### src/rtl/block_mac_pkg.sv
// Shared types and tables for the 2x2 block multiply-accumulate engine.
package block_mac_pkg;

  localparam int unsigned IDX_W  = 3;
  localparam int unsigned TAG_W  = 2;
  localparam int unsigned N_PROD = 8;

  typedef logic [IDX_W-1:0] idx_t;
  typedef logic [TAG_W-1:0] tag_t;

  typedef enum logic [1:0] {
    S_IDLE  = 2'd0,
    S_ISSUE = 2'd1,
    S_DRAIN = 2'd2,
    S_DONE  = 2'd3
  } state_t;

  // Accumulator and operand positions within a 2x2 block
  localparam tag_t ACC_11 = 2'd0;
  localparam tag_t ACC_12 = 2'd1;
  localparam tag_t ACC_21 = 2'd2;
  localparam tag_t ACC_22 = 2'd3;

  typedef struct packed {
    tag_t a_sel;
    tag_t b_sel;
  } prod_sel_t;

  // Operand pair feeding product idx; two consecutive products share one accumulator
  function automatic prod_sel_t prod_sel(input idx_t idx);
    prod_sel_t s;
    case (idx)
      3'd0:    s = '{a_sel: ACC_11, b_sel: ACC_11};
      3'd1:    s = '{a_sel: ACC_12, b_sel: ACC_21};
      3'd2:    s = '{a_sel: ACC_11, b_sel: ACC_12};
      3'd3:    s = '{a_sel: ACC_12, b_sel: ACC_22};
      3'd4:    s = '{a_sel: ACC_21, b_sel: ACC_11};
      3'd5:    s = '{a_sel: ACC_22, b_sel: ACC_21};
      3'd6:    s = '{a_sel: ACC_21, b_sel: ACC_12};
      default: s = '{a_sel: ACC_22, b_sel: ACC_22};
    endcase
    return s;
  endfunction

  // Target accumulator of product idx
  function automatic tag_t acc_of(input idx_t idx);
    return idx[2:1];
  endfunction

endpackage

### src/rtl/block_mac_2x2_if.sv
// Control-unit <-> MAC engine job interface.
interface block_mac_2x2_if #(
  parameter int unsigned data_w = 32
);
  logic              start_mac;
  logic              clear_acc;
  logic [data_w-1:0] a_11, a_12, a_21, a_22;
  logic [data_w-1:0] b_11, b_12, b_21, b_22;
  logic [data_w-1:0] c_11, c_12, c_21, c_22;
  logic              done_mac;
  logic              busy;

  modport master (
    output start_mac, clear_acc,
    output a_11, a_12, a_21, a_22,
    output b_11, b_12, b_21, b_22,
    input  c_11, c_12, c_21, c_22,
    input  done_mac, busy
  );

  modport slave (
    input  start_mac, clear_acc,
    input  a_11, a_12, a_21, a_22,
    input  b_11, b_12, b_21, b_22,
    output c_11, c_12, c_21, c_22,
    output done_mac, busy
  );
endinterface

### src/rtl/mac_mul_pipe.sv
// Pipelined truncating multiplier carrying a valid bit and accumulator tag.
module mac_mul_pipe
  import block_mac_pkg::*;
#(
  parameter int unsigned data_w  = 32,
  parameter int unsigned MUL_LAT = 2
) (
  input  logic               clk,
  input  logic               rst,
  input  logic               in_vld,
  input  tag_t               in_tag,
  input  logic [data_w-1:0]  in_a,
  input  logic [data_w-1:0]  in_b,
  output logic               out_vld,
  output tag_t               out_tag,
  output logic [data_w-1:0]  out_p,
  output logic [MUL_LAT-1:0] stage_vld
);

  logic [data_w-1:0]  p_q   [MUL_LAT];
  tag_t               tag_q [MUL_LAT];
  logic [MUL_LAT-1:0] vld_q;
  logic [data_w-1:0]  prod_c;

  // Low data_w bits of the product; same for signed and unsigned operands
  assign prod_c = in_a * in_b;

  // Valid chain, cleared by reset so an aborted job leaves nothing in flight
  always_ff @(posedge clk) begin
    if (!rst) begin
      vld_q <= '0;
    end else begin
      vld_q[0] <= in_vld;
      for (int i = 1; i < int'(MUL_LAT); i++) begin
        vld_q[i] <= vld_q[i-1];
      end
    end
  end

  // Product and tag stages; qualified by the valid chain so no reset needed
  always_ff @(posedge clk) begin
    p_q[0]   <= prod_c;
    tag_q[0] <= in_tag;
    for (int i = 1; i < int'(MUL_LAT); i++) begin
      p_q[i]   <= p_q[i-1];
      tag_q[i] <= tag_q[i-1];
    end
  end

  assign out_vld   = vld_q[MUL_LAT-1];
  assign out_tag   = tag_q[MUL_LAT-1];
  assign out_p     = p_q[MUL_LAT-1];
  assign stage_vld = vld_q;

endmodule

### src/rtl/block_mac_2x2.sv
// 2x2 block C += A*B engine sharing one pipelined multiplier across eight products.
module block_mac_2x2
  import block_mac_pkg::*;
#(
  parameter int unsigned data_w  = 32,
  parameter int unsigned MUL_LAT = 2
) (
  input  logic           clk,
  input  logic           rst,
  block_mac_2x2_if.slave bus
);

  // Output stage of the pipe; a product there is being added this cycle
  localparam logic [MUL_LAT-1:0] OUT_STAGE = MUL_LAT'(1) << (MUL_LAT - 1);

  state_t             state_q, state_n;
  idx_t               idx_q;
  logic [data_w-1:0]  a_q   [4];
  logic [data_w-1:0]  b_q   [4];
  logic [data_w-1:0]  acc_q [4];
  logic               done_q, busy_q;

  logic               accept_c;
  logic               issue_c;
  prod_sel_t          sel_c;
  logic               mul_vld;
  tag_t               mul_tag;
  logic [data_w-1:0]  mul_p;
  logic [MUL_LAT-1:0] mul_stage_vld;

  assign accept_c = (state_q == S_IDLE) && bus.start_mac;
  assign issue_c  = (state_q == S_ISSUE);
  assign sel_c    = prod_sel(idx_q);

  // State register
  always_ff @(posedge clk) begin
    if (!rst) state_q <= S_IDLE;
    else      state_q <= state_n;
  end

  // Next-state logic; DONE is entered once only the final add remains in the pipe
  always_comb begin
    state_n = state_q;
    case (state_q)
      S_IDLE:  if (bus.start_mac) state_n = S_ISSUE;
      S_ISSUE: if (idx_q == idx_t'(N_PROD - 1)) state_n = S_DRAIN;
      S_DRAIN: if ((mul_stage_vld & ~OUT_STAGE) == '0) state_n = S_DONE;
      S_DONE:  state_n = S_IDLE;
      default: state_n = S_IDLE;
    endcase
  end

  // Registered status outputs derived from the upcoming state
  always_ff @(posedge clk) begin
    if (!rst) begin
      done_q <= 1'b0;
      busy_q <= 1'b0;
    end else begin
      done_q <= (state_n == S_DONE);
      busy_q <= (state_n != S_IDLE);
    end
  end

  // Issue index walks the product table during ISSUE
  always_ff @(posedge clk) begin
    if (!rst)         idx_q <= '0;
    else if (issue_c) idx_q <= idx_q + idx_t'(1);
    else              idx_q <= '0;
  end

  // Operand latch; later bus changes do not disturb the running job
  always_ff @(posedge clk) begin
    if (accept_c) begin
      a_q[ACC_11] <= bus.a_11;
      a_q[ACC_12] <= bus.a_12;
      a_q[ACC_21] <= bus.a_21;
      a_q[ACC_22] <= bus.a_22;
      b_q[ACC_11] <= bus.b_11;
      b_q[ACC_12] <= bus.b_12;
      b_q[ACC_21] <= bus.b_21;
      b_q[ACC_22] <= bus.b_22;
    end
  end

  mac_mul_pipe #(
    .data_w  (data_w),
    .MUL_LAT (MUL_LAT)
  ) u_mul (
    .clk       (clk),
    .rst       (rst),
    .in_vld    (issue_c),
    .in_tag    (acc_of(idx_q)),
    .in_a      (a_q[sel_c.a_sel]),
    .in_b      (b_q[sel_c.b_sel]),
    .out_vld   (mul_vld),
    .out_tag   (mul_tag),
    .out_p     (mul_p),
    .stage_vld (mul_stage_vld)
  );

  // Accumulators: optional clear on accept, then one wrapping add per product
  always_ff @(posedge clk) begin
    if (!rst) begin
      for (int i = 0; i < 4; i++) acc_q[i] <= '0;
    end else if (accept_c && bus.clear_acc) begin
      for (int i = 0; i < 4; i++) acc_q[i] <= '0;
    end else if (mul_vld) begin
      acc_q[mul_tag] <= acc_q[mul_tag] + mul_p;
    end
  end

  assign bus.c_11     = acc_q[ACC_11];
  assign bus.c_12     = acc_q[ACC_12];
  assign bus.c_21     = acc_q[ACC_21];
  assign bus.c_22     = acc_q[ACC_22];
  assign bus.done_mac = done_q;
  assign bus.busy     = busy_q;

endmodule
### src/flat_wrapper.sv
// flat-port wrapper written by rule: the top's interface ports become plain ports
module block_mac_2x2_flat import block_mac_pkg::*;
#(
  parameter int unsigned data_w  = 32,
  parameter int unsigned MUL_LAT = 2
)
  (clk, rst, bus_start_mac, bus_clear_acc, bus_a_11, bus_a_12, bus_a_21, bus_a_22, bus_b_11, bus_b_12, bus_b_21, bus_b_22, bus_c_11, bus_c_12, bus_c_21, bus_c_22, bus_done_mac, bus_busy);
  block_mac_2x2_if #(.data_w(data_w)) bus_i ();
  input  logic clk;
  input  logic rst;
  input wire logic [$bits(bus_i.start_mac)-1:0] bus_start_mac;
  input wire logic [$bits(bus_i.clear_acc)-1:0] bus_clear_acc;
  input wire logic [$bits(bus_i.a_11)-1:0] bus_a_11;
  input wire logic [$bits(bus_i.a_12)-1:0] bus_a_12;
  input wire logic [$bits(bus_i.a_21)-1:0] bus_a_21;
  input wire logic [$bits(bus_i.a_22)-1:0] bus_a_22;
  input wire logic [$bits(bus_i.b_11)-1:0] bus_b_11;
  input wire logic [$bits(bus_i.b_12)-1:0] bus_b_12;
  input wire logic [$bits(bus_i.b_21)-1:0] bus_b_21;
  input wire logic [$bits(bus_i.b_22)-1:0] bus_b_22;
  output wire logic [$bits(bus_i.c_11)-1:0] bus_c_11;
  output wire logic [$bits(bus_i.c_12)-1:0] bus_c_12;
  output wire logic [$bits(bus_i.c_21)-1:0] bus_c_21;
  output wire logic [$bits(bus_i.c_22)-1:0] bus_c_22;
  output wire logic [$bits(bus_i.done_mac)-1:0] bus_done_mac;
  output wire logic [$bits(bus_i.busy)-1:0] bus_busy;
  assign bus_i.start_mac = bus_start_mac;
  assign bus_i.clear_acc = bus_clear_acc;
  assign bus_i.a_11 = bus_a_11;
  assign bus_i.a_12 = bus_a_12;
  assign bus_i.a_21 = bus_a_21;
  assign bus_i.a_22 = bus_a_22;
  assign bus_i.b_11 = bus_b_11;
  assign bus_i.b_12 = bus_b_12;
  assign bus_i.b_21 = bus_b_21;
  assign bus_i.b_22 = bus_b_22;
  assign bus_c_11 = bus_i.c_11;
  assign bus_c_12 = bus_i.c_12;
  assign bus_c_21 = bus_i.c_21;
  assign bus_c_22 = bus_i.c_22;
  assign bus_done_mac = bus_i.done_mac;
  assign bus_busy = bus_i.busy;
  block_mac_2x2 #(.data_w(data_w), .MUL_LAT(MUL_LAT)) u_core (.clk(clk), .rst(rst), .bus(bus_i));
endmodule
### config.mk
export PLATFORM = sky130hd
export DESIGN_NAME = block_mac_2x2_flat
export DESIGN_NICKNAME = d
export VERILOG_FILES = /design/src/rtl/block_mac_pkg.sv /design/src/rtl/block_mac_2x2_if.sv /design/src/rtl/mac_mul_pipe.sv /design/src/rtl/block_mac_2x2.sv /design/src/flat_wrapper.sv
export SDC_FILE = /design/constraint.sdc
export NUM_CORES = 2
export LEC_CHECK = 0
export BUFFER_PORTS_ARGS = -buffer_cell sky130_fd_sc_hd__buf_4
export CORE_ASPECT_RATIO = 0.7
export CORE_MARGIN = 5
export CORE_UTILIZATION = 55
export CTS_CLUSTER_DIAMETER = 60
export DETAILED_ROUTE_END_ITERATION = 8
export PLACE_DENSITY = 0.91
export SETUP_SLACK_MARGIN = 0.05
export SYNTH_ARGS = -nofsm -noshare
export SYNTH_HDL_FRONTEND = slang
export SYNTH_HIERARCHICAL = 1
export SYNTH_SLANG_ARGS = --single-unit
### constraint.sdc
create_clock -name clk -period 24.6 [get_ports clk]
set_input_delay 2.46 -clock clk [delete_from_list [all_inputs] [get_ports clk]]
set_output_delay 2.46 -clock clk [all_outputs]
set_load 0.05 [all_outputs]
* Word level (Yosys, flattened, before mapping)
Memory sizes are Yosys's and may differ from the RTL's.
Index checks and enable logic that the tools add are counted.
Widths: inputs -> output; s select.
** Word-level totals
- Flip-flop bits (word level) :: 9
- Memory bits (writable) :: 452
- Input port bits :: 260
- Output and inout port bits :: 130
- Word-level logic and storage cells :: 58
- Memories kept :: 5
** Memories
- u_core.a_q :: words 4, width 32, rd ports 1, clocked after memory_dff 0, write ports 4, RTL line block_mac_2x2.sv:18 : logic [data_w-1:0] a_q [4];
- u_core.acc_q :: words 4, width 32, rd ports 5, clocked after memory_dff 0, write ports 4, RTL line block_mac_2x2.sv:20 : logic [data_w-1:0] acc_q [4];
- u_core.b_q :: words 4, width 32, rd ports 1, clocked after memory_dff 0, write ports 4, RTL line block_mac_2x2.sv:19 : logic [data_w-1:0] b_q [4];
- u_core.u_mul.p_q :: words 2, width 32, rd ports 2, clocked after memory_dff 0, write ports 2, RTL line mac_mul_pipe.sv:20 : logic [data_w-1:0] p_q [MUL_LAT];
- u_core.u_mul.tag_q :: words 2, width 2, rd ports 2, clocked after memory_dff 0, write ports 2, RTL line mac_mul_pipe.sv:21 : tag_t tag_q [MUL_LAT];
** Operators by class
- Add/sub/neg operators :: 2
- $mul :: 1
- Equality and inequality tests :: 11
- Mux-type cells :: 22
- Bitwise operators :: 4
- Reductions and logical operators :: 8
** Operators by type and width (number)
- $mux 32 :: 5
- $add 32x32->32 :: 1
- $mul 32x32->32 :: 1
- $reduce_or 32->1 :: 1
- $pmux 4 s7 :: 1
- $eq 3x3->1 const B :: 4
- $mux 1 :: 11
- $mux 2 :: 4
- $pmux 2 s4 :: 1
- $eq 2x2->1 const B :: 3
- $eq 3x2->1 const B :: 2
- $logic_not 2->1 :: 2
- $or 1x1->1 :: 4
- $add 3x1->3 const B :: 1
- $eq 3x1->1 const B :: 1
- $logic_not 3->1 :: 1
- $eq 2x1->1 const B :: 1
- $logic_and 1x1->1 :: 2
- $reduce_and 2->1 :: 1
- $reduce_bool 2->1 :: 1

* Longest topological paths before layout
- Word-level depth :: 8
- Gate-level depth with buffers :: 35
- Depth with buffers taken out :: 31

* Cells and area by module
Netlist, hierarchy kept.
** Modules (own cells, without submodules)
- mac_mul_pipe :: times used 1, cells each 1828, area an instance 17499.3 um2, sequential area each 1401.3 um2
- block_mac_2x2 :: times used 1, cells each 1230, area an instance 16987.5 um2, sequential area each 11671.2 um2

* Least setup slack after synthesis
OpenSTA, ideal clock, no wires.
- Path type :: input-to-reg
- From :: input bus_start_mac
- To :: memory u_core.acc_q[0][0], enable pin
- Library setup time :: 0.402 ns
- Arrival time :: 26.641 ns
- Data required time :: 24.198 ns
- Path slack :: -2.443 ns
- Cell stages on the path :: 3
- Path buffers :: 0
- Cell sequence :: nor3b_1 > a21boi_1 > nand2_1
** RTL lines
- start: declaration :: RTL line flat_wrapper.sv:11 : input wire logic [$bits(bus_i.start_mac)-1:0] bus_start_mac;
- end: declaration :: RTL line block_mac_2x2.sv:20

==> metrics.txt <==
post-CTS resize count=0; share of cells above drive strength 1=17.87%; maximum capacitance violations=0; HP Start=u_core/u_mul/p_q[0][10]; CP endpoint kind=register; number of remaining DRC errors=0; Routability Congestion=approximately 0.94; FF-to-FF Start=u_core/idx_q[1]; Fillers=between 4,000 and 5,000; r2r endpoint=u_core/u_mul/p_q[0][28]; antenna violations before repair=1; Syn Std Cell Area=around 34,000 um^2; Post-Route Skew=approximately 0.032 ns; final slew viol count=0; Port Buffers=389; Relative slew margins=under 10%; HPWL after DPL=between 60,000 and 70,000 um; Root Buffer=clkbuf_16; Final ANT Viol Nets=0; Overall Global Routing Usage=between 20 and 30%; Post-Syn Nets=approximately 4,000; Worst Tran Pin Value=between 1 and 1.5 ns; Max Used Layer=met4; grt ovf=0; Post-Route WL=97,460 um; met2 WL=46,560 um; CTS tree=yes; post-CTS setup repair buffer count=0; first-pass GRT wire length=~150,000 um; critical path launch point type=register; critical path peak fanout=between 60 and 70; Die Y=approximately 220 um; core area=between 60,000 and 70,000 um^2; leading cell type in the layout, fill and taps excluded=buf_4; vias in the first global route=around 27,000; commonest non-fill, non-tap cells in the layout=453 x buf_4, 427 x and2_1, 409 x fa_1, 384 x edfxtp_1, 370 x inv_1; CTS Buf Count=43; die area=between 60,000 and 70,000 um^2; Req. time, crit path=between 20 and 30 ns; clock sink count=approximately 460; Area Overhead vs Synth=15.16%; cell count after synthesis=just over 3,000; Setup Total Neg Slack=0 ns; Crit path arrival time=between 10 and 15 ns; HP Class=reg2reg; Cells on Worst Hold Path=0; Crit path top cell by count=fa_1; Initial DRC Count=around 2,800; via count=around 25,000; hold path endpoint=u_core/u_mul/p_q[0][42]; max frequency=0.1029 GHz; worst skew pair latency=about 0.61 ns; wire length on met3=11,090 um; max incr delay on CP=roughly 1.1 ns; Hold Violations, Final=0; syn_area_per_cell=roughly 11 um^2; drt first pass iters=8; # rows=76; slowest CP cell=a31oi_2; vias per cell=between 5 and 6; Hold Buf Count CTS=0; Top Ports=just under 400; initial core utilization=a little under three fifths; CP Class=reg2reg; routed length per placed instance=between 20 and 25 um; largest net degree at the start of global routing=between 90 and 100; Die X=309.3 um; Worst-path clk slew=roughly 0.06 ns; Final setup viols=0; Synth warnings=6; internal reg-to-reg setup slack=between 10 and 15 ns; M1 WL=around 35,000 um; post-route minimum period=9.720 ns; outcome=finished clean; R2R cell count=29; Net count, final=roughly 4,200; H-tree Lvls=2; Final period util=39.51%; clock tree buffer depth=3; RSZ-0062 raised after global routing=false
[registers in the layout, indices dropped and copies added, names as in the netlist]
name and count:
u_core/u_mul/tag_q 4, u_core/acc_q 128, u_core/bus.busy 1, u_core/idx_q 3, u_core/state_q 2, u_core/u_mul/p_q 64
u_core/bus.done_mac 1, u_core/b_q 128, u_core/u_mul/stage_vld 2, u_core/a_q 128
[layout make-up]
cell class              count  area, um^2  share of cell area (%)
clock inverters            24       267.8                  0.6744
repair buffers            453        3401                   8.565
multi-input cells        2044       19330                   48.68
diodes                      1       2.502                0.006302
flip-flops and latches    461       13080                   32.93
clock buffers              56        1217                   3.066
inverters                 370        1389                   3.498
well taps                 819        1025                   2.581
[metrics by stage]
step	hold slack [ns]	cells	worst slack (ns)	util [%]	cell area (um^2)
finish	0.3254	4228	14.88	64.24	39710
global route	0.3301	4228	14.41	64.24	39710
CTS	0.3247	4227	14.98	64.23	39700
detailed placement	0.3121	4147	15.18	61.83	38220
global placement	0.3118	4147	15.53	61.83	38220
floorplan	0.3096	3057	8.390	-	34480
[critical path, delay by kind of cell, from the launching register on]
family | cells | cell delay (ns)
and+or+nand+nor | 5 | 1.28
DFF | 1 | 0.39
buffers and inverters | 6 | 0.82
adders and majority gates | 10 | 4.38
AOI/OAI and AO/OA | 8 | 2.68
[worst max-delay path by stage]
stage | slack, ns | end | cells after the start | startpoint
6_report | 14.88 | u_core/u_mul/p_q[0][28] | 29 | u_core/idx_q[1]
5_1_grt | 14.41 | u_core/u_mul/p_q[0][28] | 30 | u_core/idx_q[1]
4_1_cts | 14.98 | u_core/u_mul/p_q[0][28] | 29 | u_core/idx_q[1]
3_5_place_dp | 15.18 | u_core/u_mul/p_q[0][28] | 29 | u_core/idx_q[1]
3_3_place_gp | 15.53 | u_core/u_mul/p_q[0][28] | 29 | u_core/idx_q[1]
2_1_floorplan | 8.39 | u_core/acc_q[0][0] | 5 | bus_start_mac
[layer usage]
layer	vias to the layer above	track usage [%]
li1	10560	-
met1	12340	36.01
met5	-	0
met3	370	8.349
met4	0	12.78
met2	1654	47.15
Power is left out: the tool's default activity adds up to more than one toggle a clock period on the data nets, which glitch-free logic cannot reach.
